===== src/rtl/serial_arbiter_pkg.sv =====
// rtl/serial_arbiter_pkg.sv - shared serial package: arbiter state encodings and limits
package serial_arbiter_pkg;

  localparam int BURST_MAX_DEFAULT = 8;
  localparam int IDLE_MAX_DEFAULT  = 255;

  typedef enum logic [1:0] {
    ST_IDLE = 2'd0,
    ST_OWN0 = 2'd1,
    ST_OWN1 = 2'd2,
    ST_TURN = 2'd3
  } arbState_t;

endpackage


===== src/rtl/serial_arbiter.sv =====
// rtl/serial_arbiter.sv - two-port arbiter in front of the serial controller
// Owner writes are forwarded as registered pushes; reads are passed straight through.
module serial_arbiter
  import serial_arbiter_pkg::*;
#(
  parameter int BURST_MAX = BURST_MAX_DEFAULT,
  parameter int IDLE_MAX  = IDLE_MAX_DEFAULT
) (
  input  logic        Clock,
  input  logic        Reset_n,
  input  logic        Req0,
  input  logic        Req1,
  input  logic        Lock0,
  input  logic        Lock1,
  input  logic        Wr0,
  input  logic        Wr1,
  input  logic [15:0] WrData0,
  input  logic [15:0] WrData1,
  input  logic        Rd0,
  input  logic        Rd1,
  output logic        Gnt0,
  output logic        Gnt1,
  output logic [15:0] RdData,
  output logic        RdValid0,
  output logic        RdValid1,
  output logic        Drop,
  output logic        SerSend,
  output logic [15:0] SerDataIn,
  output logic        SerRead,
  input  logic [15:0] SerDataOut,
  input  logic        SerValid
);

  arbState_t  state, nextState;
  logic       lastOwner;
  logic [7:0] wordCnt, idleCnt;
  logic       own0, own1, acc0, acc1, ownerActive, grantEntry, burstHit, idleHit;

  assign own0        = (state == ST_OWN0);
  assign own1        = (state == ST_OWN1);
  assign acc0        = Wr0 & own0;
  assign acc1        = Wr1 & own1;
  assign ownerActive = acc0 | acc1 | (Rd0 & own0) | (Rd1 & own1);
  assign grantEntry  = (state == ST_IDLE) & (Req0 | Req1);
  assign burstHit    = (wordCnt == 8'(BURST_MAX));
  assign idleHit     = (idleCnt == 8'(IDLE_MAX));

  always_ff @(posedge Clock or negedge Reset_n) begin
    if (!Reset_n) state <= ST_IDLE;
    else          state <= nextState;
  end

  always_comb begin
    nextState = state;
    case (state)
      ST_IDLE: begin
        if (Req0 && Req1) nextState = lastOwner ? ST_OWN0 : ST_OWN1;
        else if (Req0)    nextState = ST_OWN0;
        else if (Req1)    nextState = ST_OWN1;
      end
      ST_OWN0:
        if (!Req0 || (Req1 && ((burstHit && !Lock0) || idleHit))) nextState = ST_TURN;
      ST_OWN1:
        if (!Req1 || (Req0 && ((burstHit && !Lock1) || idleHit))) nextState = ST_TURN;
      default: nextState = ST_IDLE;
    endcase
  end

  always_ff @(posedge Clock or negedge Reset_n) begin
    if (!Reset_n) begin
      lastOwner <= 1'b1;
      wordCnt   <= '0;
      idleCnt   <= '0;
      Gnt0      <= 1'b0;
      Gnt1      <= 1'b0;
      SerSend   <= 1'b0;
      SerDataIn <= '0;
      Drop      <= 1'b0;
    end else begin
      Gnt0 <= (nextState == ST_OWN0);
      Gnt1 <= (nextState == ST_OWN1);
      if (own0 && nextState == ST_TURN)      lastOwner <= 1'b0;
      else if (own1 && nextState == ST_TURN) lastOwner <= 1'b1;

      // Both counters saturate so a long-held grant never wraps into a false release
      if (grantEntry)                            wordCnt <= '0;
      else if ((acc0 | acc1) && wordCnt != '1)   wordCnt <= wordCnt + 8'd1;
      if (grantEntry || ownerActive)             idleCnt <= '0;
      else if (idleCnt != '1)                    idleCnt <= idleCnt + 8'd1;

      SerSend <= acc0 | acc1;
      if (acc0)      SerDataIn <= WrData0;
      else if (acc1) SerDataIn <= WrData1;
      Drop <= (Wr0 & ~own0) | (Wr1 & ~own1);
    end
  end

  assign RdData   = SerDataOut;
  assign RdValid0 = SerValid & Gnt0;
  assign RdValid1 = SerValid & Gnt1;
  assign SerRead  = SerValid & ((Rd0 & Gnt0) | (Rd1 & Gnt1));

endmodule


===== config.mk =====
export PLATFORM = sky130hd
export DESIGN_NAME = serial_arbiter
export DESIGN_NICKNAME = d
export VERILOG_FILES = /design/src/rtl/serial_arbiter_pkg.sv /design/src/rtl/serial_arbiter.sv
export SDC_FILE = /design/constraint.sdc
export NUM_CORES = 1
export LEC_CHECK = 0
export ABC_AREA = 1
export BUFFER_PORTS_ARGS = -buffer_cell sky130_fd_sc_hd__clkbuf_2
export CORE_MARGIN = 8
export CORE_UTILIZATION = 47
export DETAILED_ROUTE_END_ITERATION = 8
export PLACE_DENSITY = 0.82
export REMOVE_ABC_BUFFERS = 1
export SYNTH_ARGS = -nofsm -noshare
export SYNTH_HDL_FRONTEND = slang
export SYNTH_SLANG_ARGS = --single-unit

===== constraint.sdc =====
create_clock -name Clock -period 1.6 [get_ports Clock]
set_clock_uncertainty 0.05 [all_clocks]
set_input_delay 0.24 -clock Clock [delete_from_list [all_inputs] [get_ports Clock]]
set_output_delay 0.24 -clock Clock [all_outputs]
set_load 0.02 [all_outputs]

# Word level (Yosys, flattened, before mapping)
# Index checks and enable logic that the tools add are counted.
[classes]
addsub = 2
eq_ne = 9
n_lt_le_gt_ge = 0
shift = 0
n_reduce_logical = 22
mul = 0
n_bitwise = 20
div = 0
mux = 15
[op_table]
columns = ["operator", "n"]
rows = [
  ["16-bit 2-to-1 mux", 2],
  ["8-bit 2-to-1 mux", 4],
  ["8-bit by 1-bit adder with 8-bit output (second input constant)", 2],
  ["8-bit != test (second input constant)", 2],
  ["1-bit bitwise AND", 12],
  ["2-bit 2-to-1 mux", 6],
  ["8-bit by 4-bit equality test with 1-bit output (second input constant)", 1],
  ["8-bit equality test (second input constant)", 1],
  ["1-bit logical AND", 8],
  ["2-bit nonzero test", 4],
  ["2-bit equality test (second input constant)", 3],
  ["1-bit OR", 6],
  ["2-bit one-hot mux with 3 select lines", 1],
  ["1-bit logical OR", 5],
  ["2-bit by 1-bit equality test with 1-bit output (second input constant)", 2],
  ["1-bit logical NOT", 4],
  ["2-bit logical NOT", 1],
  ["1-bit 2-to-1 mux", 2],
  ["1-bit NOT", 2],
]
[totals]
ff_bits = 39
n_memories = 0
elab_cells = 77
rom_bits = 0
ramBits = 0
latch_bits = 0
output_inout_bits = 39

# Logic depth before layout (Yosys ltp)
[logic_depth]
depth_word = 11
depth_mapped = 11
ltp_nobuf = 11

# Worst setup path before layout
# OpenSTA, ideal clock, no wires.
[synth_timing]
path_kind = "register to register"
from = "register idleCnt[0]"
to = "register Gnt1"
setup_ns = 0.071
t_arrival_ns = 1.308
stages_incl_launch_ff = 10
slack_ns = 0.171
n_path_buf = 0
required_time_ns = 1.479
cell_sequence = "dfrtp_1 ha_1 and3_1 nand2_1 nand2_1 nand2_1 nand2_1 nand2_1 nand2_1 nor2_1"
[synth_via]
elab_chain_cells = 7
[synth_lines]
columns = ["item", "line_no", "rtl"]
rows = [
  ["start, declared", "serial_arbiter.sv:36", "logic [7:0] wordCnt, idleCnt;"],
  ["start signal, assigned", "serial_arbiter.sv:89", "else if (idleCnt != '1) idleCnt <= idleCnt + 8'd1;"],
  ["8-bit equality test *", "serial_arbiter.sv:46", "assign idleHit = (idleCnt == 8'(IDLE_MAX));"],
  ["1-bit logical OR, on equally long branches", "serial_arbiter.sv:64, serial_arbiter.sv:62", ""],
  ["1-bit logical AND, on equally long branches", "serial_arbiter.sv:64, serial_arbiter.sv:62", ""],
  ["1-bit logical OR, on equally long branches", "serial_arbiter.sv:64, serial_arbiter.sv:62", ""],
  ["2-bit 2-to-1 mux, on equally long branches", "serial_arbiter.sv:64, serial_arbiter.sv:62", ""],
  ["2-bit one-hot mux with 3 select lines *", "serial_arbiter.sv:55", "case (state)"],
  ["net nextState[0]", "serial_arbiter.sv:34", "arbState_t state, nextState;"],
  ["2-bit equality test *", "serial_arbiter.sv:81", "Gnt1 <= (nextState == ST_OWN1);"],
  ["end signal, assigned", "serial_arbiter.sv:81", ""],
  ["end, declared", "serial_arbiter.sv:22", "output logic Gnt1,"],
]
# Mark *: on every way through the listed nets, which the timed path passes. The rest lies on a longest branch.
# A chain may end at the register's enable or synchronous reset.

# Worst setup path in the final report
[layout_timing]
from = "register wordCnt[0]"
to = "register wordCnt[0]"
[layout_via]
elab_chain_cells = 3
[layout_lines]
columns = ["item", "line_no", "rtl"]
rows = [
  ["start, declared", "serial_arbiter.sv:36", ""],
  ["start signal, assigned", "serial_arbiter.sv:87", "else if ((acc0 | acc1) && wordCnt != '1) wordCnt <= wordCnt + 8'd1;"],
  ["8-bit by 1-bit adder with 8-bit output or 8-bit != test (tied branches)", "serial_arbiter.sv:87", ""],
  ["8-bit 2-to-1 mux or 1-bit logical AND (tied branches)", "serial_arbiter.sv:87", ""],
  ["8-bit 2-to-1 mux or 2-bit nonzero test (tied branches)", "-", ""],
]
# Parallel ways exist; a longest one is shown, timed or not. The select of a mux whose other input is x is not followed.

==> metrics.md <==
| Metric | Value |
|---|---|
| Status | finished with violations |
| Failing checks | setup timing |
| Most common library cells after synthesis | 56 x nand2_1, 38 x dfrtp_1, 31 x nor2_1 |
| FFs w/ async S/R, synth | 100% |
| CTS H-tree depth | 2 |
| Startpoint Class | register |
| P&R area growth vs syn | 22.6% |
| Core box area | approximately 4400 um2 |
| Clock root buffer | clkbuf_8 |
| Die Span Y | around 84 um |
| Final net count | 388 |
| GRT Total Usage | 15.6% |
| Worst-path clk slew | roughly 0.08 ns |
| Initial Utilization | between 40% and 50% |
| Hold Vio Cnt, Final | 0 |
| Total gr overflow | 0 |
| TritonCTS Sinks | 39 |
| WP data required | roughly 1.8 ns |
| Remaining antenna violation count | 0 |
| DIE WIDTH | ~84 um |
| Cells after Synth | between 200 and 300 |
| Seq/Total Area, Yosys | 45.4% |
| Setup TNS | -0.0302 ns |
| Fill cells | approximately 380 |
| Dpl hpwl | ~4.2 mm |
| Final period util | 101% |
| Crit path DAT | roughly 1.8 ns |
| Slew margin rel. | around two thirds |
| Top Ports | 98 |
| Worst-Margin Slew | just over 0.5 ns |
| Vias in the first global route | approximately 2000 |
| Clock latency on the worst-skew pair | 0.29 ns |
| Post-Place Worst Slack | between 0.1 and 0.15 ns |
| Initial DRC count | 80 |
| Row Count | 24 |
| Cell Area, Placed | ~2500 um2 |
| Final Util | between 60 and 70% |
| # diodes | 0 |
| Cell area power density | around 1700 nW/um2 |
| Minimum clock period | about 1.6 ns |
| Synth cell types | 27 |
| Drt drc | 0 |
| Hold slack | about 0.13 ns |
| Worst Path Class, Setup | register to register |
| Num CTS Buffers | 5 |
| Leakage | approximately 1.3 nW |
| Critical path cell sequence | ha_2 -> nand4_1 -> nor2_2 -> nand2_2 -> nand2_4 -> nand2_8 -> o21ai_0 |
| Synthesized area per cell | around 8 um2 |
| Final instance area | between 2000 and 3000 um2 |
| Placed cells | between 300 and 400 |
| Port Buf Inserts | 65 |
| Largest net degree at the start of global routing | 34 |
| CP max-delay cell | dfrtp_1 |
| Non-filler cells in the finished layout | approximately 380 |
| Ys flop type | dfrtp_1 |
| Area leader, netlist | dfrtp_1 |
| Fmax | ~600 MHz |
| Final number of setup-violating endpoints | 2 |
| RSZ-0062 raised after global routing | true |
| Post-Route WL | around 5.5 mm |
| CTS tree | built |
| Peak fanout along the critical path | 8 |
| Area of the mapped netlist | 2150 um2 |
| Setup ws final | -0.0211 ns |
| Slowest cell delay on critical path | approximately 0.4 ns |
| Post-synth top area share | 44.2% |
| Layout cells sized above 1 | roughly a third |
| Post-synth EDFFs | 0 |
| Ys Warns | 0 |
| Peak VDD IR | 0.983 mV |
| Top post-synthesis cells by area | dfrtp_1 44%, nand2_1 9.8%, nand3_1 6.3% |
| Flop and latch count out of synthesis | 39 |
| HP Class | input port to register |
| Top-count cell post-synth | nand2_1 |
| Clock buffer depth | 2 |
| CP Capture Type | register |
| Vias per cell | between 5 and 6 |
| Wire length of the first global-routing pass | roughly 9 mm |
| Initial antenna violation count | 0 |
| WL/cell | between 10 and 15 um |
| Final Power | between 4 and 5 mW |
| DR vias | roughly 2000 |
| Die ar. | ~7000 um2 |
| Max Transition Viols Final | 0 |
| RD Place Congestion | 0.968 |
| Max-Cap Viols | 0 |
| Initial DRT Pass Iterations | 4 |
[final cells by class]
type | count | area [um2] | share of cell area [%]
inverters | 25 | 104 | 3.94
flip-flops and latches | 39 | 978 | 37.1
multi-input cells | 180 | 953 | 36.1
clock inverters | 2 | 37.5 | 1.42
repair buffers | 75 | 428 | 16.2
clock buffers | 6 | 72.6 | 2.75
well taps | 52 | 65.1 | 2.47
[sequential cells by signal, indices dropped and copies added, names as in the netlist]
register / count
SerDataIn: 16
wordCnt: 8
Gnt1: 1
lastOwner: 1
state: 2
SerSend: 1
Gnt0: 1
idleCnt: 8
Drop: 1
[power breakdown]
| group | switching (mW) | internal (mW) | total [mW] | leakage (nW) |
|---|---|---|---|---|
| logic | 1.40 | 0.733 | 2.13 | 0.818 |
| clock network | 0.345 | 0.465 | 0.810 | 0.0514 |
| registers | 0.267 | 1.35 | 1.62 | 0.478 |
| total | 2.01 | 2.55 | 4.56 | 1.35 |
[cell usage in the layout, fill, tap and decap left out, types with 2 or more instances in the layout]
cell type,synthesis,final
a31oi_1,16,16
inv_1,19,18
nor2_4,2,2
nand4_1,5,5
nand2_2,0,6
o21ai_1,2,5
nand2_4,4,3
clkbuf_2,0,65
clkbuf_8,0,5
nor2_2,0,4
xnor2_1,2,2
o21ai_0,13,10
inv_4,0,2
nand2_1,56,50
dfrtp_1,38,37
inv_2,6,4
buf_12,0,2
xor2_1,4,4
a21oi_1,7,7
nand3_1,27,27
nor3_1,3,3
nor2_1,31,27
ha_1,3,2
buf_4,16,7
[critical path, delay by kind of cell, from the launching register on]
family	cells	cell delay (ns)
AO/OA/AOI/OAI	1	0.17
flip-flops	1	0.41
adder cells (fa/ha/maj)	1	0.21
AND/OR/NAND/NOR	5	0.71
[layer usage]
metal	GRT usage [%]	wire, um	vias up
met5	0	0	-
li1	-	-	986
met4	5.97	86	0
met1	16.6	2160	878
met2	25.2	2640	90
met3	8.69	561	9
[worst paths after layout]
| path | from | to | slack, ns | depth (start not counted) |
|---|---|---|---|---|
| max reg2reg | wordCnt[0] | wordCnt[0] | -0.02 | 7 |
| max | wordCnt[0] | wordCnt[0] | -0.02 | 7 |
| min reg2reg | lastOwner | lastOwner | 0.42 | 2 |
| max in group asynchronous | Reset_n | lastOwner | 0.54 | 3 |
| min | WrData1[12] | SerDataIn[12] | 0.13 | 3 |
| min in group asynchronous | Reset_n | SerDataIn[2] | 0.40 | 2 |
[cells by family (layout without fill, tap and decap cells)]
logic type / after synthesis / in the layout / share of synthesized area (%)
AOI/OAI and AO/OA: 40 / 40 / 10.6
xor gates and xnor gates: 6 / 6 / 2.44
adders and majority gates: 3 / 3 / 1.74
buffers and inverters: 48 / 108 / 12.0
DFF: 39 / 39 / 45.4
and+or+nand+nor: 131 / 131 / 27.8
[timing repair]
| action | CTS | global route |
|---|---|---|
| setup endpoints to repair | 0 | 19 |
| hold buffers | 1 | 0 |
| endpoints found under the hold margin | 18 | 0 |
| gates resized for setup | 0 | 21 |
| setup buffers | 0 | 2 |
Note: power is estimated with default switching activity, not from simulation.
